$ cat src/rtl/pads_pkg.sv
// Shared types and helpers for the pad-ring power sequencer.
package pads_pkg;

    localparam int PADS_SEQ_STATE_W = 3;

    typedef enum logic [2:0] {
        ST_OFF    = 3'd0,
        ST_SETTLE = 3'd1,
        ST_RAMP   = 3'd2,
        ST_HOLD   = 3'd3,
        ST_RUN    = 3'd4,
        ST_DOWN   = 3'd5
    } pads_seq_state_e;

    function automatic int max3(input int a, input int b, input int c);
        int m;
        m = (a > b) ? a : b;
        return (m > c) ? m : c;
    endfunction

endpackage

$ cat src/rtl/pads_sync2.sv
// Two-flop synchronizer for a single asynchronous level; clears to 0 on reset.
module pads_sync2 (
    input  logic clk_i,
    input  logic rstn_i,
    input  logic d_i,
    output logic q_o
);

    logic [1:0] sync_q;

    // NOTE: non-blocking assignments keep both stages sampling the pre-edge values.
    always_ff @(posedge clk_i or negedge rstn_i) begin
        if (!rstn_i) begin
            sync_q <= '0;
        end else begin
            sync_q <= {sync_q[0], d_i};
        end
    end

    assign q_o = sync_q[1];

endmodule

$ cat src/rtl/pads_pwr_seq.sv
// Pad-ring power sequencer: input-buffer settle, OE group ramp, core reset release, teardown.
// Define PADS_SEQ_STAGGER_EN to switch OE groups one slot at a time; otherwise all groups move together.
module pads_pwr_seq
    import pads_pkg::*;
#(
    parameter int N_GRP       = 4,
    parameter int SETTLE_CYC  = 64,
    parameter int STAGGER_CYC = 16,
    parameter int HOLD_CYC    = 8
) (
    input  logic                        clk_i,
    input  logic                        rstn_i,
    input  logic                        poc_ok_i,
    input  logic                        shutdown_req_i,
    output logic                        pad_ie_en_o,
    output logic [N_GRP-1:0]            pad_oe_en_o,
    output logic                        core_rstn_o,
    output logic                        ready_o,
    output logic [PADS_SEQ_STATE_W-1:0] state_o
);

    localparam int CNT_W = $clog2(max3(SETTLE_CYC, STAGGER_CYC, HOLD_CYC) + 1);
    localparam logic [CNT_W-1:0] SETTLE_LD  = CNT_W'(SETTLE_CYC);
    localparam logic [CNT_W-1:0] STAGGER_LD = CNT_W'(STAGGER_CYC);
    localparam logic [CNT_W-1:0] HOLD_LD    = CNT_W'(HOLD_CYC);
    localparam logic [CNT_W-1:0] CNT_ONE    = CNT_W'(1);

    logic             poc_s;
    pads_seq_state_e  state_q, state_d;
    logic [CNT_W-1:0] cnt_q, cnt_d;
    logic             ie_q, ie_d;
    logic [N_GRP-1:0] oe_q, oe_d;
    logic             core_q, core_d;
    logic             rdy_q, rdy_d;
    logic             expired;

`ifdef PADS_SEQ_STAGGER_EN
    localparam int IDX_W = (N_GRP > 1) ? $clog2(N_GRP) : 1;
    localparam logic [IDX_W-1:0] LAST_IDX = IDX_W'(N_GRP - 1);
    logic [IDX_W-1:0] idx_q, idx_d;
`endif

    pads_sync2 u_poc_sync (
        .clk_i  (clk_i),
        .rstn_i (rstn_i),
        .d_i    (poc_ok_i),
        .q_o    (poc_s)
    );

    // The counter is loaded with the full cycle count on entry; the phase ends on the edge after it reaches 1.
    assign expired = (cnt_q == CNT_ONE);

    always_comb begin
        // NOTE: every variable gets a default here so no path leaves one unassigned (no latches).
        state_d = state_q;
        cnt_d   = (cnt_q != '0) ? cnt_q - CNT_ONE : cnt_q;
        ie_d    = ie_q;
        oe_d    = oe_q;
        core_d  = core_q;
        rdy_d   = rdy_q;
`ifdef PADS_SEQ_STAGGER_EN
        idx_d   = idx_q;
`endif

        if (state_q != ST_OFF && !poc_s) begin
            state_d = ST_OFF;
            cnt_d   = '0;
            ie_d    = 1'b0;
            oe_d    = '0;
            core_d  = 1'b0;
            rdy_d   = 1'b0;
`ifdef PADS_SEQ_STAGGER_EN
            idx_d   = '0;
`endif
        end else begin
            unique case (state_q)
                ST_OFF: begin
                    if (poc_s && !shutdown_req_i) begin
                        state_d = ST_SETTLE;
                        cnt_d   = SETTLE_LD;
                        ie_d    = 1'b1;
                    end
                end
                ST_SETTLE: begin
                    if (shutdown_req_i) begin
                        state_d = ST_OFF;
                        cnt_d   = '0;
                        ie_d    = 1'b0;
                    end else if (expired) begin
                        state_d = ST_RAMP;
                        cnt_d   = STAGGER_LD;
`ifdef PADS_SEQ_STAGGER_EN
                        idx_d   = '0;
                        oe_d[0] = 1'b1;
`else
                        oe_d    = '1;
`endif
                    end
                end
                ST_RAMP: begin
                    if (shutdown_req_i) begin
                        state_d = ST_DOWN;
                        cnt_d   = STAGGER_LD;
                    end else if (expired) begin
`ifdef PADS_SEQ_STAGGER_EN
                        if (idx_q == LAST_IDX) begin
                            state_d = ST_HOLD;
                            cnt_d   = HOLD_LD;
                        end else begin
                            idx_d       = idx_q + IDX_W'(1);
                            oe_d[idx_d] = 1'b1;
                            cnt_d       = STAGGER_LD;
                        end
`else
                        state_d = ST_HOLD;
                        cnt_d   = HOLD_LD;
`endif
                    end
                end
                ST_HOLD: begin
                    if (shutdown_req_i) begin
                        state_d = ST_DOWN;
                        cnt_d   = STAGGER_LD;
                    end else if (expired) begin
                        state_d = ST_RUN;
                        cnt_d   = '0;
                        core_d  = 1'b1;
                        rdy_d   = 1'b1;
                    end
                end
                ST_RUN: begin
                    if (shutdown_req_i) begin
                        state_d = ST_DOWN;
                        cnt_d   = STAGGER_LD;
                        core_d  = 1'b0;
                        rdy_d   = 1'b0;
                    end
                end
                ST_DOWN: begin
                    // idx_q already points at the highest enabled group when DOWN is entered.
                    if (expired) begin
`ifdef PADS_SEQ_STAGGER_EN
                        oe_d[idx_q] = 1'b0;
                        if (idx_q == '0) begin
                            state_d = ST_OFF;
                            ie_d    = 1'b0;
                        end else begin
                            idx_d = idx_q - IDX_W'(1);
                            cnt_d = STAGGER_LD;
                        end
`else
                        oe_d    = '0;
                        state_d = ST_OFF;
                        ie_d    = 1'b0;
`endif
                    end
                end
                default: begin
                    state_d = ST_OFF;
                    cnt_d   = '0;
                    ie_d    = 1'b0;
                    oe_d    = '0;
                    core_d  = 1'b0;
                    rdy_d   = 1'b0;
                end
            endcase
        end
    end

    always_ff @(posedge clk_i or negedge rstn_i) begin
        if (!rstn_i) begin
            state_q <= ST_OFF;
            cnt_q   <= '0;
            ie_q    <= 1'b0;
            oe_q    <= '0;
            core_q  <= 1'b0;
            rdy_q   <= 1'b0;
`ifdef PADS_SEQ_STAGGER_EN
            idx_q   <= '0;
`endif
        end else begin
            state_q <= state_d;
            cnt_q   <= cnt_d;
            ie_q    <= ie_d;
            oe_q    <= oe_d;
            core_q  <= core_d;
            rdy_q   <= rdy_d;
`ifdef PADS_SEQ_STAGGER_EN
            idx_q   <= idx_d;
`endif
        end
    end

    assign pad_ie_en_o = ie_q;
    assign pad_oe_en_o = oe_q;
    assign core_rstn_o = core_q;
    assign ready_o     = rdy_q;
    assign state_o     = state_q;

endmodule
$ cat config.mk
export PLATFORM = sky130hd
export DESIGN_NAME = pads_pwr_seq
export DESIGN_NICKNAME = d
export VERILOG_FILES = /design/src/rtl/pads_pkg.sv /design/src/rtl/pads_sync2.sv /design/src/rtl/pads_pwr_seq.sv
export SDC_FILE = /design/constraint.sdc
export NUM_CORES = 1
export LEC_CHECK = 0
export BUFFER_PORTS_ARGS = -buffer_cell sky130_fd_sc_hd__buf_2
export CORE_UTILIZATION = 40
export CTS_BUF_LIST = sky130_fd_sc_hd__clkbuf_8
export DETAILED_ROUTE_END_ITERATION = 8
export PLACE_DENSITY_LB_ADDON = 0.12
export SLEW_MARGIN = 20
export SYNTH_ARGS = -nofsm -noshare
export SYNTH_HDL_FRONTEND = slang
export SYNTH_SLANG_ARGS = --single-unit
$ cat constraint.sdc
create_clock -name clk_i -period 1.7 [get_ports clk_i]
set_input_delay 0.085 -clock clk_i [delete_from_list [all_inputs] [get_ports clk_i]]
set_output_delay 0.085 -clock clk_i [all_outputs]
set_load 0.02 [all_outputs]
==> impl_metrics.toml, run 1 <==
[final_layout]
nets = 154
final_cells = 176
multi_input_area_um2 = 623
area_delta_synth_final_pct = 26.0
n_fill_cell = 247
n_antenna_cell = 0
drive_above_1_share = 0.308
final_area_um2 = 1320
post-route-util = 0.531
regArea_um2 = 378

[critical_path]
crit_type = "reg -> reg"
start_kind = "flip-flop"
worstPathRequired_ns = 1.85
cp.arrival_ns = 1.76
critical_path_peak_fanout = 6
end_kind = "flip-flop"

[grt]
antenna_found_initial = 0
grt_max_degree = 16
grt.total_usage = 0.209
grt-ovfl-total = 0
grt_pass1_wl_um = 4250
grt_pass1_vias = 951

[power]
seq_power_share = 0.329
power.total_mw = 1.69
netSwitchingFraction = 0.401
p_leak_nw = 0.613
combPwrFrac = 0.502
power_density_nw_per_um2 = 1280
ir_worst_vdd_v = 0.000965
pwr-share-clk = 0.170
intPower_mw = 1.01
netSwitchingPower_mw = 0.677

[routing]
dr.pass1.iters = 4
vias = 1022
ant_nets = 0
drt-initial-drc-count = 34
routed_wl_um = 2600
avgViaCountPerCell = 5.81
remaining_drc_errors = 0
wire_per_inst_um = 14.8

[sta]
final.min_clock_period_ns = 1.61
setup_slack_ns = 0.0861
period_share = 0.949
slew_viol_final = 0
finClkSkew_ns = 0.00170
timing.fmax_mhz = 620
hold_viol = 0
tightest_slew_ns = 0.379
setup_viol = 0
grt_setup_unrepaired = "yes"
slew_headroom = 0.745

[synthesis]
syn_area_per_cell_um2 = 8.77
synthCells = 119
synthDistinctLibCells = 40
ys_warn_count = 0
postSynth.asyncResetShare = 1.00
synth-edff-count = 0
syn_nets = 126
synth_ff_type = "dfrtp_1"
synth_area_um2 = 1040
ys_seq_area_frac = 0.360
ys_ff_latch = 15

[clock_tree]
root_buffer = "clkbuf_8"
cts_tree = "done"
tritoncts.num_buffers = 3
cts.sinks = 15
clockBufferDepth = 2
htreeDepth = 1
path_clk_slew_ns = 0.06
clk_latency_ns = 0.25

[floorplanning]
rows = 18
core_um2 = 2480
die_h_um = 53.1
die-width_um = 53.1
start_util = 0.421
io_pins = 14
die_area_um2 = 2820

[place]
io_buffers = 13
gp_congestion = 0.931
place_ws_ns = -0.0273
place_area_um2 = 1210
dp_hpwl_um = 1840
placed_cells = 168

[flow_run]
cap_violations = 0

[min_path]
min_path_type = "in -> reg"

[outcome]
status = "complete, no violations"
## per-layer routing
metal | part of all wire | GRT usage | up-vias
li1 | - | - | 485
met1 | 0.47 | 0.291 | 503
met2 | 0.47 | 0.321 | 29
met3 | 0.044 | 0.0374 | 5
met4 | 0.013 | 0.0746 | 0
met5 | 0 | 0 | -
## cells by family after synthesis
| kind of cell | count (synthesis) | share of synthesized area |
|---|---|---|
| AOI/OAI and AO/OA | 38 | 0.249 |
| DFF | 15 | 0.360 |
| xor gates and xnor gates | 6 | 0.0504 |
| and+or+nand+nor | 41 | 0.225 |
| muxes | 1 | 0.0108 |
| adders and majority gates | 3 | 0.0360 |
| buffers and inverters | 15 | 0.0683 |
## Yosys cell counts (all sizes together) (2+ instances only)
library cell,instances,area share
a21oi,12,0.058
a311oi,2,0.017
a31oi,3,0.018
a32oi,3,0.025
buf,4,0.029
clkbuf,4,0.014
dfrtp,15,0.36
ha,3,0.036
inv,7,0.025
nand2,10,0.038
nand2b,2,0.012
nand3,4,0.019
nor2,5,0.018
nor2b,5,0.030
nor3,5,0.024
nor4,2,0.026
o21a,2,0.014
o21ai,6,0.029
o21bai,2,0.014
xnor2,5,0.042
## layout by cell type, fill, tap and decap left out, drive strengths merged, types with 2 or more instances in the layout
master	instances
a21oi	12
a311oi	2
a31oi	3
a32oi	3
buf	29
clkbuf	3
dfrtp	15
dlygate4sd3	2
ha	3
inv	8
nand2	10
nand2b	2
nand3	4
nor2	5
nor2b	5
nor3	5
nor4	2
o21a	2
o21ai	6
o21bai	2
xnor2	5
## final timing paths
check                           slack, ns                 start              endpoint  cells past startpoint
worst max-delay path                 0.09  u_poc_sync.sync_q[1]              cnt_q[1]                      5
worst min-delay path                 0.26        shutdown_req_i            state_o[0]                      3
worst max register to register       0.09  u_poc_sync.sync_q[1]              cnt_q[1]                      5
worst min register to register       0.36  u_poc_sync.sync_q[0]  u_poc_sync.sync_q[1]                      0
max in group asynchronous            1.14                rstn_i              cnt_q[2]                      2
min in group asynchronous            0.27                rstn_i            state_o[1]                      2
## power by group through the flow
stage,Sequential (mW),Clock (mW),Combinational [mW]
floorplan,0.562,0,0.550
global placement,0.558,0,0.756
detailed placement,0.561,0,0.770
CTS,0.555,0.293,0.784
global route,0.576,0.314,0.959
finish,0.555,0.287,0.847
## repair_timing
item                       in CTS  in global routing
pin swaps                       0                  3
resized for setup               1                  7
hold buffers                    2                  0
buffers inserted                0                  2
hold endpoints to repair       16                  0
setup endpoints to repair       1                  9
## critical path: stages (launching register included)
cell,delay (ns)
dfrtp_1,0.43
nor2b_1,0.34
o211a_1,0.23
a311oi_2,0.05
buf_4,0.18
a221oi_1,0.27
## metrics by stage
stage / TNS [ns] / hold slack (ns)
floorplan: 0 / -0.211
global placement: 0 / 0.0128
detailed placement: -0.0273 / 0.0159
CTS: 0 / 0.248
global route: -0.0514 / 0.283
finish: 0 / 0.264
## area by class of cell
cell class	instances	share of cell area
timing repair buffer	31	0.156
clock inverter	1	0.00285
inverter	7	0.0200
multi-input combinational	89	0.474
clock buffer	3	0.0314
tap	30	0.0285
sequential	15	0.287
## sequential cells by signal, summed over array words and instances, names as in the netlist
name and cells:
pad_ie_en_o 1, pad_oe_en_o 1, ready_o 1, u_poc_sync.sync_q 2, cnt_q 7, state_o 3
No activity file was read; power rests on OpenSTA's default activity.
==> inputs of run 2 (changes only) <==
--- a/config.mk
+++ b/config.mk
@@ -6,10 +6,11 @@
 export NUM_CORES = 1
 export LEC_CHECK = 0
 export BUFFER_PORTS_ARGS = -buffer_cell sky130_fd_sc_hd__buf_2
+export CAP_MARGIN = 20
 export CORE_UTILIZATION = 40
 export CTS_BUF_LIST = sky130_fd_sc_hd__clkbuf_8
 export DETAILED_ROUTE_END_ITERATION = 8
-export PLACE_DENSITY_LB_ADDON = 0.12
+export PLACE_DENSITY = 0.59
 export SLEW_MARGIN = 20
 export SYNTH_ARGS = -nofsm -noshare
 export SYNTH_HDL_FRONTEND = slang
==> run 2 against run 1 <==
Cell count down 0.57%. Die area is the same. Largest power group unchanged. Sequential share of layout area decreased by 0.20 points.
==> impl_metrics.toml, run 2 (synthesis gave the netlist of run 1 again) <==
[outcome]
status = "complete, no violations"

[clock_tree]
clockBufferDepth = 2
tritoncts.num_buffers = 3
path_clk_slew_ns = 0.06
cts.sinks = 15
cts_tree = "done"
htreeDepth = 1
root_buffer = "clkbuf_8"
clk_latency_ns = 0.25

[grt]
antenna_found_initial = 0
grt.total_usage = 0.198
grt_pass1_vias = 827
grt_pass1_wl_um = 3770
grt-ovfl-total = 0
grt_max_degree = 16

[power]
p_leak_nw = 0.609
netSwitchingPower_mw = 0.686
combPwrFrac = 0.499
intPower_mw = 1.02
netSwitchingFraction = 0.402
pwr-share-clk = 0.173
power_density_nw_per_um2 = 1290
seq_power_share = 0.328
ir_worst_vdd_v = 0.000874

[floorplanning]
rows = 18
die_area_um2 = 2820
start_util = 0.421
die-width_um = 53.1
io_pins = 14
core_um2 = 2480
die_h_um = 53.1

[sta]
hold_viol = 0
setup_viol = 0
slew_headroom = 0.709
grt_setup_unrepaired = "yes"
slew_viol_final = 0
setup_tns_ns = 0
setup_slack_ns = 0.0395
period_share = 0.977
finClkSkew_ns = 0.00431
tightest_slew_ns = 0.437
hold_ws_ns = 0.268
final.min_clock_period_ns = 1.66
timing.fmax_mhz = 602

[final_layout]
regMostFlops = "cnt_q"
post-route-util = 0.533
drive_above_1_share = 0.297
n_fill_cell = 228
final_cell_mix = "buf_4 (15), dfrtp_1 (14), buf_2 (13)"
area_delta_synth_final_pct = 26.5
final_common_cell = "buf_4"
largest_register_ffs = 7
nets = 153
regArea_um2 = 377
multi_input_area_um2 = 637
n_antenna_cell = 0

[critical_path]
r2r-start = "cnt_q[5]"
crit_type = "reg -> reg"
critPathSlowestCell = "nor4_4"
start_kind = "flip-flop"
end_kind = "flip-flop"
crit_path_cell_trace = "nor4_4 > nand3_2 > a311oi_2 > o21ai_0"
critical_path_peak_fanout = 7
critPathMaxStageDelay_ns = 0.44
cp-startpoint = "cnt_q[5]"
cp.arrival_ns = 1.79
worstPathRequired_ns = 1.83

[place]
io_buffers = 13
dp_hpwl_um = 1710
place_ws_ns = -0.0323
gp_congestion = 0.832

[routing]
remaining_drc_errors = 0
drt-initial-drc-count = 10
wire_per_inst_um = 14.0
ant_nets = 0
dr.pass1.iters = 4
avgViaCountPerCell = 5.58
vias = 977
routed_wl_um = 2440

[flow_run]
cap_violations = 0

[min_path]
min_path_type = "in -> async"
==> run 2: critical path: cells and delay by family (launching register included) <==
kind	cells	cell delay (ns)
AOI/OAI and AO/OA	2	0.44
and+or+nand+nor	2	0.69
DFF	1	0.41
==> run 2: timing repair <==
item | 4_1_cts | 5_1_grt
setup buffers | 0 | 3
hold endpoints to repair | 16 | 0
endpoints found under the setup margin | 2 | 9
hold buffers | 2 | 0
gates resized for setup | 1 | 7
pin swaps | 0 | 5
==> run 2: routing by layer <==
layer	track usage	wire, µm	vias up
met1	0.278	1190	465
met2	0.270	1140	24
li1	-	-	483
met3	0.0460	70	5
met5	0	0	-
met4	0.118	45	0
==> run 2: final timing paths <==
kind,end,cells after the start,slack [ns]
max in group asynchronous,cnt_q[2],2,1.15
worst min-delay path,pad_oe_en_o[2],2,0.27
worst max register to register,pad_ie_en_o,4,0.04
worst max-delay path,pad_ie_en_o,4,0.04
worst min register to register,u_poc_sync.sync_q[1],0,0.36
min in group clk_i,cnt_q[3],4,0.29
==> run 2: area by class of cell <==
class                      instances  area share
multi-input combinational         89       0.482
sequential                        15       0.285
clock buffer                       3      0.0313
tap                               30      0.0284
clock inverter                     1     0.00284
timing repair buffer              30       0.150
inverter                           7      0.0199
==> run 2: stage by stage <==
stage          total power [mW]  cell area (µm²)  cells
2_1_floorplan              1.11             1040    119
3_3_place_gp               1.31             1190    166
3_5_place_dp               1.31             1190    166
4_1_cts                    1.62             1260    172
5_1_grt                    1.84             1320    175
6_report                   1.71             1320    175
==> run 2: power by group through the flow <==
stage,logic (mW),registers [mW],clock network (mW)
after detailed placement,0.752,0.561,0
after CTS,0.762,0.556,0.304
after global placement,0.750,0.558,0
after global routing,0.938,0.574,0.328
final,0.852,0.559,0.296
after floorplan,0.550,0.562,0
